==> src/rtl/pwm_voice_mixer.sv <==
// Eight-voice square-wave tone mixer feeding a glitch-free PWM DAC.
// Each voice latches its register only at a half-period boundary, so tones never glitch mid-cycle.
module pwm_voice (
  input  logic        clk,
  input  logic        rst,
  input  logic        tick,
  input  logic [15:0] reg_val,
  output logic [15:0] sh,
  output logic        sq
);
  logic [11:0] cnt;

  always_ff @(posedge clk) begin
    if (rst) begin
      sh  <= '0;
      cnt <= '0;
      sq  <= 1'b0;
    end else if (tick) begin
      if (sh[11:0] == 12'd0) begin
        sq  <= 1'b0;
        cnt <= '0;
        sh  <= reg_val;
      end else if (cnt == 12'd0) begin
        // Half-period boundary: the only point where new period/volume take effect
        sh <= reg_val;
        if (reg_val[11:0] == 12'd0) begin
          sq <= 1'b0;
        end else begin
          sq  <= ~sq;
          cnt <= reg_val[11:0] - 12'd1;
        end
      end else begin
        cnt <= cnt - 12'd1;
      end
    end
  end
endmodule

module pwm_voice_mixer #(
  parameter int CLK_DIV  = 50,
  parameter int PWM_BITS = 8
) (
  input  logic        clk,
  input  logic        rst,
  input  logic [15:0] pwm_reg0,
  input  logic [15:0] pwm_reg1,
  input  logic [15:0] pwm_reg2,
  input  logic [15:0] pwm_reg3,
  input  logic [15:0] pwm_reg4,
  input  logic [15:0] pwm_reg5,
  input  logic [15:0] pwm_reg6,
  input  logic [15:0] pwm_reg7,
  output logic        audio_out,
  output logic        sample_strobe,
  output logic [7:0]  mix_level,
  output logic [7:0]  voice_state
);
  localparam int NUM_VOICES = 8;
  localparam int DIV_W      = $clog2(CLK_DIV);

  logic [DIV_W-1:0]                 div_cnt;
  logic                             tick;
  logic [NUM_VOICES-1:0][15:0]      regs;
  logic [NUM_VOICES-1:0][15:0]      sh;
  logic [7:0]                       mix_sum;
  logic [PWM_BITS-1:0]              pwm_cnt;
  logic [PWM_BITS-1:0]              duty;

  assign regs = {pwm_reg7, pwm_reg6, pwm_reg5, pwm_reg4,
                 pwm_reg3, pwm_reg2, pwm_reg1, pwm_reg0};
  assign tick = (div_cnt == DIV_W'(CLK_DIV - 1));

  always_ff @(posedge clk) begin
    if (rst)       div_cnt <= '0;
    else if (tick) div_cnt <= '0;
    else           div_cnt <= div_cnt + DIV_W'(1);
  end

  for (genvar gi = 0; gi < NUM_VOICES; gi++) begin : g_voice
    pwm_voice u_voice (
      .clk     (clk),
      .rst     (rst),
      .tick    (tick),
      .reg_val (regs[gi]),
      .sh      (sh[gi]),
      .sq      (voice_state[gi])
    );
  end

  always_comb begin
    mix_sum = '0;
    for (int i = 0; i < NUM_VOICES; i++)
      if (voice_state[i]) mix_sum = mix_sum + {4'd0, sh[i][15:12]};
  end

  // Duty only changes at the frame wrap, so each frame emits exactly duty high clocks
  always_ff @(posedge clk) begin
    if (rst) begin
      mix_level     <= '0;
      pwm_cnt       <= '0;
      duty          <= '0;
      sample_strobe <= 1'b0;
      audio_out     <= 1'b0;
    end else begin
      mix_level     <= mix_sum;
      pwm_cnt       <= pwm_cnt + PWM_BITS'(1);
      sample_strobe <= (pwm_cnt == '1);
      if (pwm_cnt == '1) duty <= PWM_BITS'(mix_level);
      audio_out     <= (pwm_cnt < duty);
    end
  end
endmodule

==> config.mk <==
export PLATFORM = sky130hd
export DESIGN_NAME = pwm_voice_mixer
export DESIGN_NICKNAME = d
export VERILOG_FILES = /design/src/rtl/pwm_voice_mixer.sv
export SDC_FILE = /design/constraint.sdc
export NUM_CORES = 1
export LEC_CHECK = 0
export BUFFER_PORTS_ARGS = -buffer_cell sky130_fd_sc_hd__buf_2
export CORE_ASPECT_RATIO = 1.2
export CORE_MARGIN = 2
export CORE_UTILIZATION = 62
export CTS_BUF_LIST = sky130_fd_sc_hd__clkbuf_4 sky130_fd_sc_hd__clkbuf_8
export CTS_CLUSTER_SIZE = 20
export DETAILED_ROUTE_END_ITERATION = 10
export PLACE_DENSITY_LB_ADDON = 0.2
export SLEW_MARGIN = 20
export SYNTH_ARGS = -nofsm -noshare
export SYNTH_HDL_FRONTEND = slang
export SYNTH_SLANG_ARGS = --single-unit
export TNS_END_PERCENT = 50
==> constraint.sdc <==
create_clock -name clk -period 7.6 [get_ports clk]
set_clock_uncertainty 0.2 [all_clocks]
set_input_delay 1.52 -clock clk [delete_from_list [all_inputs] [get_ports clk]]
set_output_delay 1.52 -clock clk [all_outputs]
set_load 0.01 [all_outputs]
==> results.json <==
{
  "post_synth_inst_count": 1976,
  "num_vias": 14863,
  "number_of_warnings_printed_during_yosys_synthesis": 0,
  "post_layout_nonfiller_instances": 2440,
  "synth-async-reset-ratio_pct": 0,
  "finalWeightedCongestion": 0.9305,
  "pwr-share-comb_pct": 5.8,
  "vdd_ir_drop_max_mv": 0.1462,
  "insertion_delay_ns": 0.57,
  "drtPass1Iterations": 5,
  "min-delay-path-class": "reg2reg",
  "total_global_routing_track_utilization_pct": 29.35,
  "synth_seq_area_share_pct": 34.86,
  "synth.distinct_cells": 95,
  "layout_min_cycle_time_ns": 7.211,
  "finish.utilization_pct": 71.10,
  "die_x_um": 146.7,
  "final_layout_size_suffix_gt1_share_pct": 15.75,
  "actual_transition_at_the_worst_max_transition_pin_ns": 1.071,
  "dpl.cell_count": 2359,
  "nFillCells": 1991,
  "total_cts_buffers": 45,
  "critPathBufInv": 2,
  "start_kind": "flop",
  "design.die.area_um2": 25720,
  "clockRootBuffer": "sky130_fd_sc_hd__clkbuf_8",
  "cp_data_arrival_time_ns": 7.49,
  "nets_finish": 2271,
  "design.core.area_um2": 23970,
  "synth_area_um2": 15160,
  "routedWlPerCell_um": 15.95,
  "highest_attainable_clock_frequency_ghz": 0.1387,
  "drt_iter0_markers": 831,
  "pin_count_of_the_biggest_net_entering_global_routing": 98,
  "timing.critical_path.max_delay_family": "adder cells",
  "clk_transition_reported_paths_ns": 0.06,
  "floorplan.rows": 62,
  "internal_power_mw": 2.258,
  "post-route-period-util_pct": 94.88,
  "setup_viol_count_final": 0,
  "ys_ff_latch": 264,
  "critical_path.most_common_cell": "sky130_fd_sc_hd__ha_1",
  "synthFlopType": "sky130_fd_sc_hd__dfxtp_1",
  "grt_first_pass_wirelength_mm": 64.48,
  "outcome": "finished clean",
  "power_per_cell_area_nw_per_um2": 173.5,
  "num_io_pins": 148,
  "finalMaxSlewViolations": 0,
  "kind_of_capture_point_of_the_worst_setup_path": "flop",
  "io_buffer_count": 147,
  "tritoncts": "built",
  "synth_area_leader_cell": "sky130_fd_sc_hd__dfxtp_1",
  "number_of_flops_mapped_to_enable_cells_by_yosys": 0,
  "initial_core_utilization_pct": 63.24,
  "most_frequent_cells_in_the_layout": "sky130_fd_sc_hd__nand2_1 (372), sky130_fd_sc_hd__dfxtp_1 (263), sky130_fd_sc_hd__a21oi_1 (232)",
  "globalRouteOverflowTotal": 0,
  "max-clock-path-buffers": 3,
  "synth_top_cells_by_area": "sky130_fd_sc_hd__dfxtp_1 (35%), sky130_fd_sc_hd__nand2_1 (9.2%), sky130_fd_sc_hd__a21oi_1 (7.8%), sky130_fd_sc_hd__nor2_1 (5.1%), sky130_fd_sc_hd__ha_1 (3.8%)",
  "crit_type": "reg2reg",
  "antenna_found_initial": 1,
  "h_tree_lvls": 2,
  "commonest_non_fill_non_tap_cell_in_the_layout": "sky130_fd_sc_hd__nand2_1",
  "syn_nets": 2159,
  "switching_power_as_a_share_of_total_power_pct": 23.63,
  "first_global_vias": 13959,
  "pnr_worst_setup_slack_ns": 0.3891,
  "p_switching_mw": 0.6986,
  "detail_route.wirelength_mm": 38.92,
  "drt.antenna.violating_nets": 0,
  "clkPwrFrac_pct": 47.1,
  "p_leak_nw": 6.360,
  "antenna-diode-count": 0,
  "seq_power_share_pct": 47.0,
  "dp_hpwl_mm": 27.58,
  "drv_cap": 0,
  "routed_via_density": 6.091,
  "cpPeakStageDelay_ns": 0.57,
  "preCtsSetupSlack_ns": 0.1032,
  "die_height_um": 175.3,
  "syn-mean-instance-area_um2": 7.672,
  "cp_data_required_time_ns": 7.88,
  "final_hold_viol_count": 0,
  "syn_to_final_growth_pct": 12.43,
  "worst-path-max-fanout": 7,
  "cpMaxStageDelayCell": "sky130_fd_sc_hd__or4b_1",
  "yosysTopAreaCellShare_pct": 34.86,
  "clock_sink_count": 264,
  "drcViolationCount": 0,
  "slew-limit-headroom_pct": 28.15
}
per-stage QoR:
step / total power [mW] / setup TNS [ns] / cell area [µm²] / hold slack (ns)
3_5_place_dp: 1.589 / 0 / 15980 / 0.2450
3_3_place_gp: 1.586 / 0 / 15970 / 0.2405
4_1_cts: 2.977 / 0 / 16970 / 0.2544
6_report: 2.956 / 0 / 17040 / 0.2547
2_1_floorplan: 1.511 / 0 / 15160 / 0.2252
5_1_grt: 3.052 / -0.01281 / 17040 / 0.2663
registers in the layout, indices dropped and copies added, names as in the netlist:
register,count
sample_strobe,1
audio_out,1
div_cnt,6
g_voice.u_voice.sq,8
pwm_cnt,8
g_voice.u_voice.sh,128
g_voice.u_voice.cnt,96
duty,8
mix_level,8
layer usage:
layer	routed length, µm	global-route usage, %	vias up	share of wire (%)
li1	-	-	7304	-
met1	15950	36.38	6887	41
met2	18770	50.57	559	48
met3	2860	5.221	111	7.3
met4	1323	12.01	2	3.4
met5	14	0	-	0.036
cell type report:
class                   count  area (µm²)  area share (%)
flip-flops and latches    264        5286           31.02
well taps                 320       400.4           2.349
multi-input cells        1588        9410           55.21
repair buffers            161       849.6           4.985
clock inverters            12       120.1          0.7047
clock buffers              67       872.1           5.117
inverters                  28       105.1          0.6167
path summary, 6_finish.rpt:
kind	start	endpoint	slack (ns)	cells past startpoint
min reg2reg	g_voice[7].u_voice.sh[1]	g_voice[7].u_voice.sh[1]	0.25	2
max	g_voice[0].u_voice.sq	mix_level[7]	0.39	30
min	g_voice[7].u_voice.sh[1]	g_voice[7].u_voice.sh[1]	0.25	2
max reg2reg	g_voice[0].u_voice.sq	mix_level[7]	0.39	30
power groups by stage:
stage          clock network (mW)  logic, mW  registers, mW
6_report                     1.39      0.173           1.39
5_1_grt                      1.47      0.189           1.39
4_1_cts                      1.42      0.170           1.39
3_5_place_dp                    0      0.168           1.42
3_3_place_gp                    0      0.165           1.42
2_1_floorplan                   0     0.0909           1.42
cells by family (layout without fill, tap and decap cells):
family,count (synthesis),in the layout,share of synthesized area [%]
simple gates,898,898,28.03
compound gates,536,536,22.08
flops,264,264,34.86
buf+inv,124,268,3.499
mux,55,55,3.830
fa+ha+maj,53,53,4.721
xor+xnor,46,46,2.980
repair_timing:
| item | in CTS | in global routing |
|---|---|---|
| setup buffers | 0 | 2 |
| gates resized for setup | 0 | 11 |
| hold buffers | 0 | 0 |
| setup endpoints to repair | 0 | 3 |
cell usage after synthesis (21+ instances only):
master,instances
sky130_fd_sc_hd__nand3_1,41
sky130_fd_sc_hd__nand2b_1,25
sky130_fd_sc_hd__ha_1,46
sky130_fd_sc_hd__nand2_1,372
sky130_fd_sc_hd__clkbuf_1,74
sky130_fd_sc_hd__nor2_1,206
sky130_fd_sc_hd__dfxtp_1,264
sky130_fd_sc_hd__inv_1,28
sky130_fd_sc_hd__and3_1,28
sky130_fd_sc_hd__mux2_2,23
sky130_fd_sc_hd__a22oi_1,49
sky130_fd_sc_hd__o21ai_0,96
sky130_fd_sc_hd__mux2i_1,31
sky130_fd_sc_hd__nor4_1,52
sky130_fd_sc_hd__xnor2_1,27
sky130_fd_sc_hd__nor3_1,52
sky130_fd_sc_hd__a21oi_1,236
sky130_fd_sc_hd__a211oi_1,21
worst reg2reg max path, delay by kind of cell (launching register included):
kind	cells	cell delay [ns]
muxes	5	1.35
xor gates and xnor gates	6	0.90
AOI/OAI and AO/OA	3	0.43
adders and majority gates	8	2.53
and+or+nand+nor	6	1.21
DFF	1	0.37
buffers and inverters	2	0.12
(Power assumes the default switching activity.)
